<file path="config.mk">
export PLATFORM = sky130hd
export DESIGN_NAME = cim_mac_sequencer
export DESIGN_NICKNAME = d
export VERILOG_FILES = /design/src/rtl/cim_pkg.sv /design/src/rtl/cim_mac_sequencer.sv
export SDC_FILE = /design/constraint.sdc
export NUM_CORES = 1
export LEC_CHECK = 0
export ABC_AREA = 1
export BUFFER_PORTS_ARGS = -buffer_cell sky130_fd_sc_hd__buf_2
export CAP_MARGIN = 40
export CORE_ASPECT_RATIO = 0.6
export CORE_MARGIN = 5
export CORE_UTILIZATION = 49
export DETAILED_ROUTE_END_ITERATION = 12
export GPL_TIMING_DRIVEN = 0
export PLACE_DENSITY = 0.89
export SYNTH_ARGS = -nofsm -noshare
export SYNTH_HDL_FRONTEND = slang
export SYNTH_SLANG_ARGS = --single-unit
</file>
<file path="constraint.sdc">
create_clock -name CLK -period 2.3 [get_ports CLK]
set_input_delay 0.23 -clock CLK [delete_from_list [all_inputs] [get_ports CLK]]
set_output_delay 0.23 -clock CLK [all_outputs]
set_load 0.01 [all_outputs]
</file>
<file path="src/rtl/cim_pkg.sv">
`default_nettype none
// ============================================================================
// Module      : cim_pkg
// Description : Shared definitions for the CiM MAC sequencer. Holds the
//               default macro geometry, the derivations of the macro output
//               width and the accumulator width, and the sequencer state
//               encoding.
// Revision    : 1.0 - initial release
// ============================================================================
package cim_pkg;

    // Default geometry of the tsmccim16x8x11m1 macro
    localparam int CORE_NUM_DEF      = 16;
    localparam int XIN_BIT_WIDTH_DEF = 11;
    localparam int MEM_BIT_WIDTH_DEF = 8;
    localparam int MEM_ADR_WIDTH_DEF = 2;
    localparam int MACRO_LAT_DEF     = 1;

    // Width of the macro Q bus: product width plus growth from summing cores
    function automatic int calc_output_width(input int xin_w, input int mem_w, input int core_num);
        return xin_w + mem_w - 1 + $clog2(core_num);
    endfunction

    // Accumulator width: one bit of growth per address bit covers the
    // worst case of summing every row of the macro.
    function automatic int calc_acc_width(input int out_w, input int adr_w);
        return out_w + adr_w;
    endfunction

    typedef enum logic [2:0] {
        IDLE   = 3'd0,
        ISSUE  = 3'd1,
        STROBE = 3'd2,
        WAIT   = 3'd3,
        DONE   = 3'd4
    } state_e;

endpackage
`default_nettype wire

</file>
<file path="src/rtl/cim_mac_sequencer.sv">
`default_nettype none
// ============================================================================
// Module      : cim_mac_sequencer
// Description : Compute sequencer and partial-sum accumulator for the CiM
//               macro. Accepts a job (START/NUM_ROWS/BANK_CFG), consumes one
//               XIN activation vector per weight row, strobes the macro read
//               compute once per row, sign-extends and accumulates the Q
//               partial sums and returns the total on a valid/ready port.
// Ports       : CLK, NRST               - clock, async active-low reset
//               START/NUM_ROWS/BANK_CFG - job command; BUSY, ERR status
//               XIN_VALID/READY/DATA    - activation vector stream
//               M_ENCB/M_REB/M_BANKB/M_ADRB/M_XIN/M_Q - macro compute side
//               RES_VALID/READY/DATA    - accumulated result
// Revision    : 1.0 - initial release
// ============================================================================
module cim_mac_sequencer
    import cim_pkg::*;
#(
    parameter int CORE_NUM         = CORE_NUM_DEF,
    parameter int XIN_BIT_WIDTH    = XIN_BIT_WIDTH_DEF,
    parameter int MEM_BIT_WIDTH    = MEM_BIT_WIDTH_DEF,
    parameter int MEM_ADR_WIDTH    = MEM_ADR_WIDTH_DEF,
    parameter int MACRO_LAT        = MACRO_LAT_DEF,
    // Derived widths; leave at their defaults
    parameter int OUTPUT_BIT_WIDTH = calc_output_width(XIN_BIT_WIDTH, MEM_BIT_WIDTH, CORE_NUM),
    parameter int ACC_W            = calc_acc_width(OUTPUT_BIT_WIDTH, MEM_ADR_WIDTH)
) (
    input  logic                              CLK,
    input  logic                              NRST,
    input  logic                              START,
    input  logic [MEM_ADR_WIDTH:0]            NUM_ROWS,
    input  logic [$clog2(CORE_NUM)-1:0]       BANK_CFG,
    output logic                              BUSY,
    output logic                              ERR,
    input  logic                              XIN_VALID,
    output logic                              XIN_READY,
    input  logic [CORE_NUM*XIN_BIT_WIDTH-1:0] XIN_DATA,
    output logic                              M_ENCB,
    output logic                              M_REB,
    output logic [$clog2(CORE_NUM)-1:0]       M_BANKB,
    output logic [MEM_ADR_WIDTH-1:0]          M_ADRB,
    output logic [CORE_NUM*XIN_BIT_WIDTH-1:0] M_XIN,
    input  logic [OUTPUT_BIT_WIDTH-1:0]       M_Q,
    output logic                              RES_VALID,
    input  logic                              RES_READY,
    output logic [ACC_W-1:0]                  RES_DATA
);

    localparam int                   BANK_W   = $clog2(CORE_NUM);
    localparam int                   XIN_W    = CORE_NUM * XIN_BIT_WIDTH;
    localparam int                   LAT_W    = $clog2(MACRO_LAT + 1);
    localparam logic [LAT_W-1:0]     LAT_LAST = LAT_W'(MACRO_LAT - 1);
    localparam logic [MEM_ADR_WIDTH:0] MAX_ROWS = {1'b1, {MEM_ADR_WIDTH{1'b0}}};
    localparam logic [MEM_ADR_WIDTH:0] ONE_ROW  = (MEM_ADR_WIDTH + 1)'(1);

    state_e                     state_q,     state_d;
    logic [MEM_ADR_WIDTH:0]     num_rows_q,  num_rows_d;
    logic [MEM_ADR_WIDTH-1:0]   row_q,       row_d;
    logic [LAT_W-1:0]           lat_cnt_q,   lat_cnt_d;
    logic [ACC_W-1:0]           acc_q,       acc_d;
    logic [BANK_W-1:0]          bank_q,      bank_d;
    logic [MEM_ADR_WIDTH-1:0]   adr_q,       adr_d;
    logic [XIN_W-1:0]           xin_q,       xin_d;
    logic                       strobe_n_q,  strobe_n_d;
    logic                       xin_ready_q, xin_ready_d;
    logic                       busy_q,      busy_d;
    logic                       err_q,       err_d;
    logic                       res_valid_q, res_valid_d;
    logic [ACC_W-1:0]           res_data_q,  res_data_d;

    logic [ACC_W-1:0]           q_ext;
    logic [MEM_ADR_WIDTH:0]     last_row;

    // ACC_W exceeds the Q width by MEM_ADR_WIDTH bits of sign
    assign q_ext    = {{(ACC_W - OUTPUT_BIT_WIDTH){M_Q[OUTPUT_BIT_WIDTH-1]}}, M_Q};
    assign last_row = num_rows_q - ONE_ROW;

    always_comb begin
        state_d     = state_q;
        num_rows_d  = num_rows_q;
        row_d       = row_q;
        lat_cnt_d   = lat_cnt_q;
        acc_d       = acc_q;
        bank_d      = bank_q;
        adr_d       = adr_q;
        xin_d       = xin_q;
        strobe_n_d  = 1'b1;
        xin_ready_d = xin_ready_q;
        err_d       = 1'b0;
        res_valid_d = res_valid_q;
        res_data_d  = res_data_q;

        case (state_q)
            IDLE: begin
                // Only IDLE looks at START; elsewhere it is ignored
                if (START) begin
                    if ((NUM_ROWS != '0) && (NUM_ROWS <= MAX_ROWS)) begin
                        state_d     = ISSUE;
                        num_rows_d  = NUM_ROWS;
                        bank_d      = BANK_CFG;
                        acc_d       = '0;
                        row_d       = '0;
                        xin_ready_d = 1'b1;
                    end else begin
                        err_d = 1'b1;
                    end
                end
            end
            ISSUE: begin
                if (XIN_VALID && xin_ready_q) begin
                    xin_d       = XIN_DATA;
                    adr_d       = row_q;
                    strobe_n_d  = 1'b0;
                    xin_ready_d = 1'b0;
                    state_d     = STROBE;
                end
            end
            STROBE: begin
                // Macro captures on the edge that leaves this state
                lat_cnt_d = '0;
                state_d   = WAIT;
            end
            WAIT: begin
                if (lat_cnt_q == LAT_LAST) begin
                    acc_d     = acc_q + q_ext;
                    lat_cnt_d = '0;
                    if ({1'b0, row_q} == last_row) begin
                        state_d = DONE;
                    end else begin
                        row_d       = row_q + MEM_ADR_WIDTH'(1);
                        xin_ready_d = 1'b1;
                        state_d     = ISSUE;
                    end
                end else begin
                    lat_cnt_d = lat_cnt_q + LAT_W'(1);
                end
            end
            DONE: begin
                // First DONE cycle publishes the final sum; then hold
                // until the consumer takes it.
                if (!res_valid_q) begin
                    res_valid_d = 1'b1;
                    res_data_d  = acc_q;
                end else if (RES_READY) begin
                    res_valid_d = 1'b0;
                    state_d     = IDLE;
                end
            end
            default: begin
                state_d = IDLE;
            end
        endcase

        busy_d = (state_d != IDLE);
    end

    always_ff @(posedge CLK or negedge NRST) begin
        if (!NRST) begin
            state_q     <= IDLE;
            num_rows_q  <= '0;
            row_q       <= '0;
            lat_cnt_q   <= '0;
            acc_q       <= '0;
            bank_q      <= '0;
            adr_q       <= '0;
            xin_q       <= '0;
            strobe_n_q  <= 1'b1;
            xin_ready_q <= 1'b0;
            busy_q      <= 1'b0;
            err_q       <= 1'b0;
            res_valid_q <= 1'b0;
            res_data_q  <= '0;
        end else begin
            state_q     <= state_d;
            num_rows_q  <= num_rows_d;
            row_q       <= row_d;
            lat_cnt_q   <= lat_cnt_d;
            acc_q       <= acc_d;
            bank_q      <= bank_d;
            adr_q       <= adr_d;
            xin_q       <= xin_d;
            strobe_n_q  <= strobe_n_d;
            xin_ready_q <= xin_ready_d;
            busy_q      <= busy_d;
            err_q       <= err_d;
            res_valid_q <= res_valid_d;
            res_data_q  <= res_data_d;
        end
    end

    // ENCB and REB are asserted together from one flop
    assign M_ENCB    = strobe_n_q;
    assign M_REB     = strobe_n_q;
    assign M_BANKB   = bank_q;
    assign M_ADRB    = adr_q;
    assign M_XIN     = xin_q;
    assign XIN_READY = xin_ready_q;
    assign BUSY      = busy_q;
    assign ERR       = err_q;
    assign RES_VALID = res_valid_q;
    assign RES_DATA  = res_data_q;

endmodule
`default_nettype wire

</file>
### After elaboration in Yosys (flattened, before gate mapping)

Index checks and enable logic that the tools add are counted.

| cells by class | value |
|---|---|
| $add $sub $neg | 4 |
| $lt $le $gt $ge | 1 |
| equal/unequal tests | 10 |
| muxes and demuxes | 32 |
| bitwise operators | 1 |
| reduce and logical (&&, ||, !) cells | 14 |

Operators with widths:

| operator | count |
|---|---|
| $mux W24 | 3 |
| $pmux W24 S2 | 1 |
| $add A24 B24 Y24 | 1 |
| $mux W3 | 7 |
| $pmux W3 S5 | 1 |
| $mux W1 | 13 |
| $ne A2 B2 Y1 const B | 5 |
| $reduce_bool A3 Y1 | 3 |
| $mux W2 | 4 |
| $eq A3 B2 Y1 const B | 2 |
| $reduce_and A6 Y1 | 1 |
| $reduce_and A5 Y1 | 1 |
| $pmux W2 S2 | 1 |
| $reduce_and A2 Y1 | 2 |
| $reduce_and A4 Y1 | 1 |
| $reduce_bool A2 Y1 | 2 |
| $eq A2 B3 Y1 | 1 |
| $eq A3 B1 Y1 const B | 1 |
| $eq A3 B3 Y1 const B | 1 |
| $le A3 B3 Y1 const B | 1 |
| $logic_not A3 Y1 | 1 |
| $pmux W1 S3 | 1 |
| $reduce_and A3 Y1 | 1 |
| $sub A3 B1 Y3 const B | 1 |
| 5 further kinds | 6 |

| word-level totals | value |
|---|---|
| register bits | 244 |
| output and inout port bits | 212 |

### Logic depth before layout (Yosys ltp)

| depth | value |
|---|---|
| depth in word-level cells | 6 |
| depth in mapped cells | 12 |
| mapped depth without buffers | 12 |

### Worst setup path after synthesis

Ideal clock, no wire load.

| path | value |
|---|---|
| kind | reg-to-reg |
| start point | register acc_q[0] |
| end point | register acc_q[12] |
| arrival time | 1.613 ns |
| data required time | 2.224 ns |
| path slack | 0.610 ns |
| cell stages (with the launch flop) | 12 |
| buffers on the path | 0 |
| path through | dfrtp_1 -> ha_1 -> fa_1 -> nand2_1 -> nand2_1 -> nand2_1 -> o21ai_1 -> nand2_1 -> nand2_1 -> nand2_1 -> nand2_1 -> o21ai_1 |

| between the ends | value |
|---|---|
| cells in the longest elaborated chain, start to end | 3 |

Ends and longest elaborated chain:

| element | line | text |
|---|---|---|
| start, declared | cim_mac_sequencer.sv:60 | `logic [ACC_W-1:0] acc_q, acc_d;` |
| start signal, assigned | cim_mac_sequencer.sv:163 | `acc_q <= '0;` |
| start signal, assigned | cim_mac_sequencer.sv:178 | `acc_q <= acc_d;` |
| $add A24 B24 Y24 | cim_mac_sequencer.sv:125 | `acc_d = acc_q + q_ext;` |
| $mux W24 | cim_mac_sequencer.sv:124 | `if (lat_cnt_q == LAT_LAST) begin` |
| $pmux W24 S2 | cim_mac_sequencer.sv:93 | `case (state_q)` |

Every way passes these cells. The select of a mux whose other input is x is not followed.
A chain may end at the register's enable or synchronous reset.

### Final worst setup path

Ends and elaborated chain as after synthesis.

==> run_results.csv <==
group,metric,value,unit
floorplanning,die_h,126,um
drt,drt-initial-drc-count,1333,
grt,grt_pass1_vias,12900,
synthesis,syn_nets,1582,
clock_tree,clockBufferDepth,3,
pwr,ir_drop,779,uV
sta,worst_slack,0.154,ns
drt,vias,12500,
sta,holdWs,0.0588,ns
synthesis,synth_top_area_share,55.1,%
synthesis,ys_seq_area_share,55.3,%
drt,wl_per_cell,20.3,um
synthesis,synth_cell_types,34,
floorplanning,io_pins,422,
final_layout,fin_area,16100,sq um
placement,dp_slack,0.274,ns
sta,setup_viol,0,
critical_path,critPathMaxFanout,4,
pwr,total_power,20000,uW
floorplanning,initial_core_util,49.8,%
clock_tree,cts_resized,0,
synthesis,syn_area,11000,sq um
clock_tree,postCtsSetupBuffers,0,
flow_run,drv_cap,0,
clock_tree,cts_hold_buf,184,
grt,overflow,0,
sta,max_freq,466,MHz
critical_path,critPathMaxStageDelay,0.45,ns
pwr,leakage,0.00941,uW
critical_path,cp_common_cell,"nand2_1",
synthesis,synth_common_cells,"nand2_1, dfrtp_1, inv_1, nor2_1, o21ai_0",
sta,worst_pin_slew,0.620,ns
sta,finalMaxSlewViolations,0,
synthesis,ys_ff_latch,243,
synthesis,synth_area_leaders,"dfrtp_1, nand2_1, inv_1",
clock_tree,cts_tree,"done",
placement,dpl_cell_area,13500,sq um
sta,finalCritPeriodShare,93.3,%
floorplanning,fp.dieW,203,um
synthesis,synth.most_common_cell,"nand2_1",
drt,route.detailed.drc,0,
final_layout,nFillCells,1472,
floorplanning,core.rowCount,42,
clock_tree,cts_made_buffers,23,
synthesis,post-synth-top-area-cell,"dfrtp_1",
critical_path,critPathLaunchType,"flip-flop",
clock_tree,htreeDepth,1,
drt,drtPass1Iterations,6,
synthesis,synth_ff_type,"dfrtp_1",
final_layout,layout-drive-gt1-share,26.5,%
critical_path,cp.required,2.74,ns
grt,grt.total_usage,34.9,%
grt,grt_max_degree,101,
synthesis,async_flop_share,100,%
critical_path,crit_family,"simple AND/OR/NAND/NOR gates",
critical_path,critPathKind,"flip-flop to flip-flop",
clock_tree,path_clk_slew,0.07,ns
final_layout,nets,2214,
synthesis,yosys_warnings,0,
clock_tree,cts_sinks,243,
critical_path,worstPathArrival,2.58,ns
floorplanning,die_area,25600,sq um
clock_tree,worstSkewPairLatency,0.51,ns
run_status,status,"finished clean",
critical_path,path_cells,"ha_1 > fa_1 > nand2_1 > nand2_1 > nand2_1 > o21ai_1 > nand2_1 > nand2_1 > nand2_1 > nand2_1 > o21ai_1",
grt,grt_pass1_wl,70800,um
worst_hold_path,min-delay-path-class,"primary input to flip-flop",
clock_tree,root_buffer,"clkbuf_16",
synthesis,synth-edff-count,0,
floorplanning,coreArea,22100,sq um
sta,period_needed,2.15,ns
critical_path,critPathCaptureType,"flip-flop",
sta,hold_viol,0,
drt,vias_per_cell,5.45,
sta,rsz0062_at_grt,"no",
drt,ant_nets,0,
placement,place_hpwl,29100,um
critical_path,critPathSlowestCell,"fa_1",
final_layout,area.growth.synth_to_final,46.7,%
critical_path,regToRegSetupSlack,0.15,ns
pwr,p_per_area,1240,nW/um^2
synthesis,synthCells,1347,
sta,max-slew-margin-rel,58.7,%
placement,routabilityCongestion,1.00,
placement,io_buffers,421,
critical_path,crit_buf_inv,0,
grt,antenna_found_initial,5,
synthesis,synth_area_per_cell,8.16,sq um
sta,skew,0.0125,ns
drt,wirelength,46500,um
-- kinds of logic (layout without fill, tap and decap cells) --
| family | after synthesis | in the layout | synth area share, % |
|---|---|---|---|
| xor+xnor | 6 | 6 | 0.546 |
| other cells | 0 | 4 | 0 |
| compound gates | 64 | 64 | 2.98 |
| fa+ha+maj | 25 | 25 | 2.91 |
| flops | 243 | 243 | 55.3 |
| simple gates | 841 | 841 | 29.8 |
| mux | 15 | 15 | 1.95 |
| buf+inv | 153 | 802 | 6.49 |
-- stage by stage --
| stage | util [%] | instances | setup TNS, ns |
|---|---|---|---|
| finish | 73.1 | 2286 | 0 |
| global route | 73.1 | 2286 | 0 |
| CTS | 73.1 | 2282 | 0 |
| detailed placement | 61.3 | 2056 | 0 |
| global placement | 61.0 | 2054 | -780.59 |
| floorplan | - | 1347 | 0 |
-- metal layers --
layer  up-vias  part of all wire [%]  global-route usage (%)
met3       288                    12                    11.2
li1       5372                     -                       -
met5         -                 0.028                       0
met2       997                    45                    55.8
met4         2                   6.2                    19.8
met1      5805                    37                    42.0
-- worst register-to-register path: cells and delay by family (launching register included) --
family | cells | cell delay (ns)
flip-flops | 1 | 0.39
AO/OA/AOI/OAI | 2 | 0.28
AND/OR/NAND/NOR | 7 | 0.72
adder cells (fa/ha/maj) | 2 | 0.70
-- worst paths after layout --
path                         endpoint  cells past startpoint      start
max in group asynchronous   M_XIN[98]                      4       NRST
hold / removal             state_q[2]                      4  RES_READY
min in group asynchronous    acc_q[4]                      2       NRST
hold reg to reg             M_XIN[70]                      2  M_XIN[70]
setup reg to reg            acc_q[12]                     11   acc_q[0]
setup / recovery            acc_q[12]                     11   acc_q[0]
-- where the power goes --
| group | leakage (uW) | switching [uW] | total [uW] | internal, uW |
|---|---|---|---|---|
| Clock | 0.000370 | 1720 | 3880 | 2160 |
| Combinational | 0.00594 | 5650 | 8800 | 3150 |
| Sequential | 0.00310 | 1260 | 7310 | 6050 |
| Total | 0.00941 | 8630 | 20000 | 11400 |
-- layout make-up --
| class | count | area, sq um | area share [%] |
|---|---|---|---|
| Clock inverter | 9 | 82.6 | 0.512 |
| Antenna cell | 4 | 10.0 | 0.0620 |
| Sequential cell | 243 | 6080 | 37.7 |
| Clock buffer | 33 | 673 | 4.17 |
| Inverter | 107 | 402 | 2.49 |
| Multi-Input combinational cell | 951 | 4200 | 26.0 |
| Buffer | 46 | 312 | 1.93 |
| Timing Repair Buffer | 607 | 4010 | 24.9 |
| Tap cell | 286 | 358 | 2.22 |
-- cells in the final DEF, fill, tap and decap left out, types with 6 or more instances in the layout --
cell             n
a21oi_1         25
buf_2          438
buf_6           13
clkbuf_1        10
clkbuf_16       23
clkbuf_8         6
dfrtp_1        242
dlygate4sd3_1  184
ha_1            24
inv_1          102
mux2_4          12
nand2_1        751
nand3_1         31
nand4_1          9
nor2_1          35
o21ai_0         32
-- sequential cells by signal (all words and copies together) (netlist names), 2 cells and up --
register / flops
RES_DATA: 24
M_BANKB: 4
row_q: 2
num_rows_q: 3
acc_q: 24
state_q: 3
M_XIN: 176
M_ADRB: 2
(Power assumes the default switching activity.)
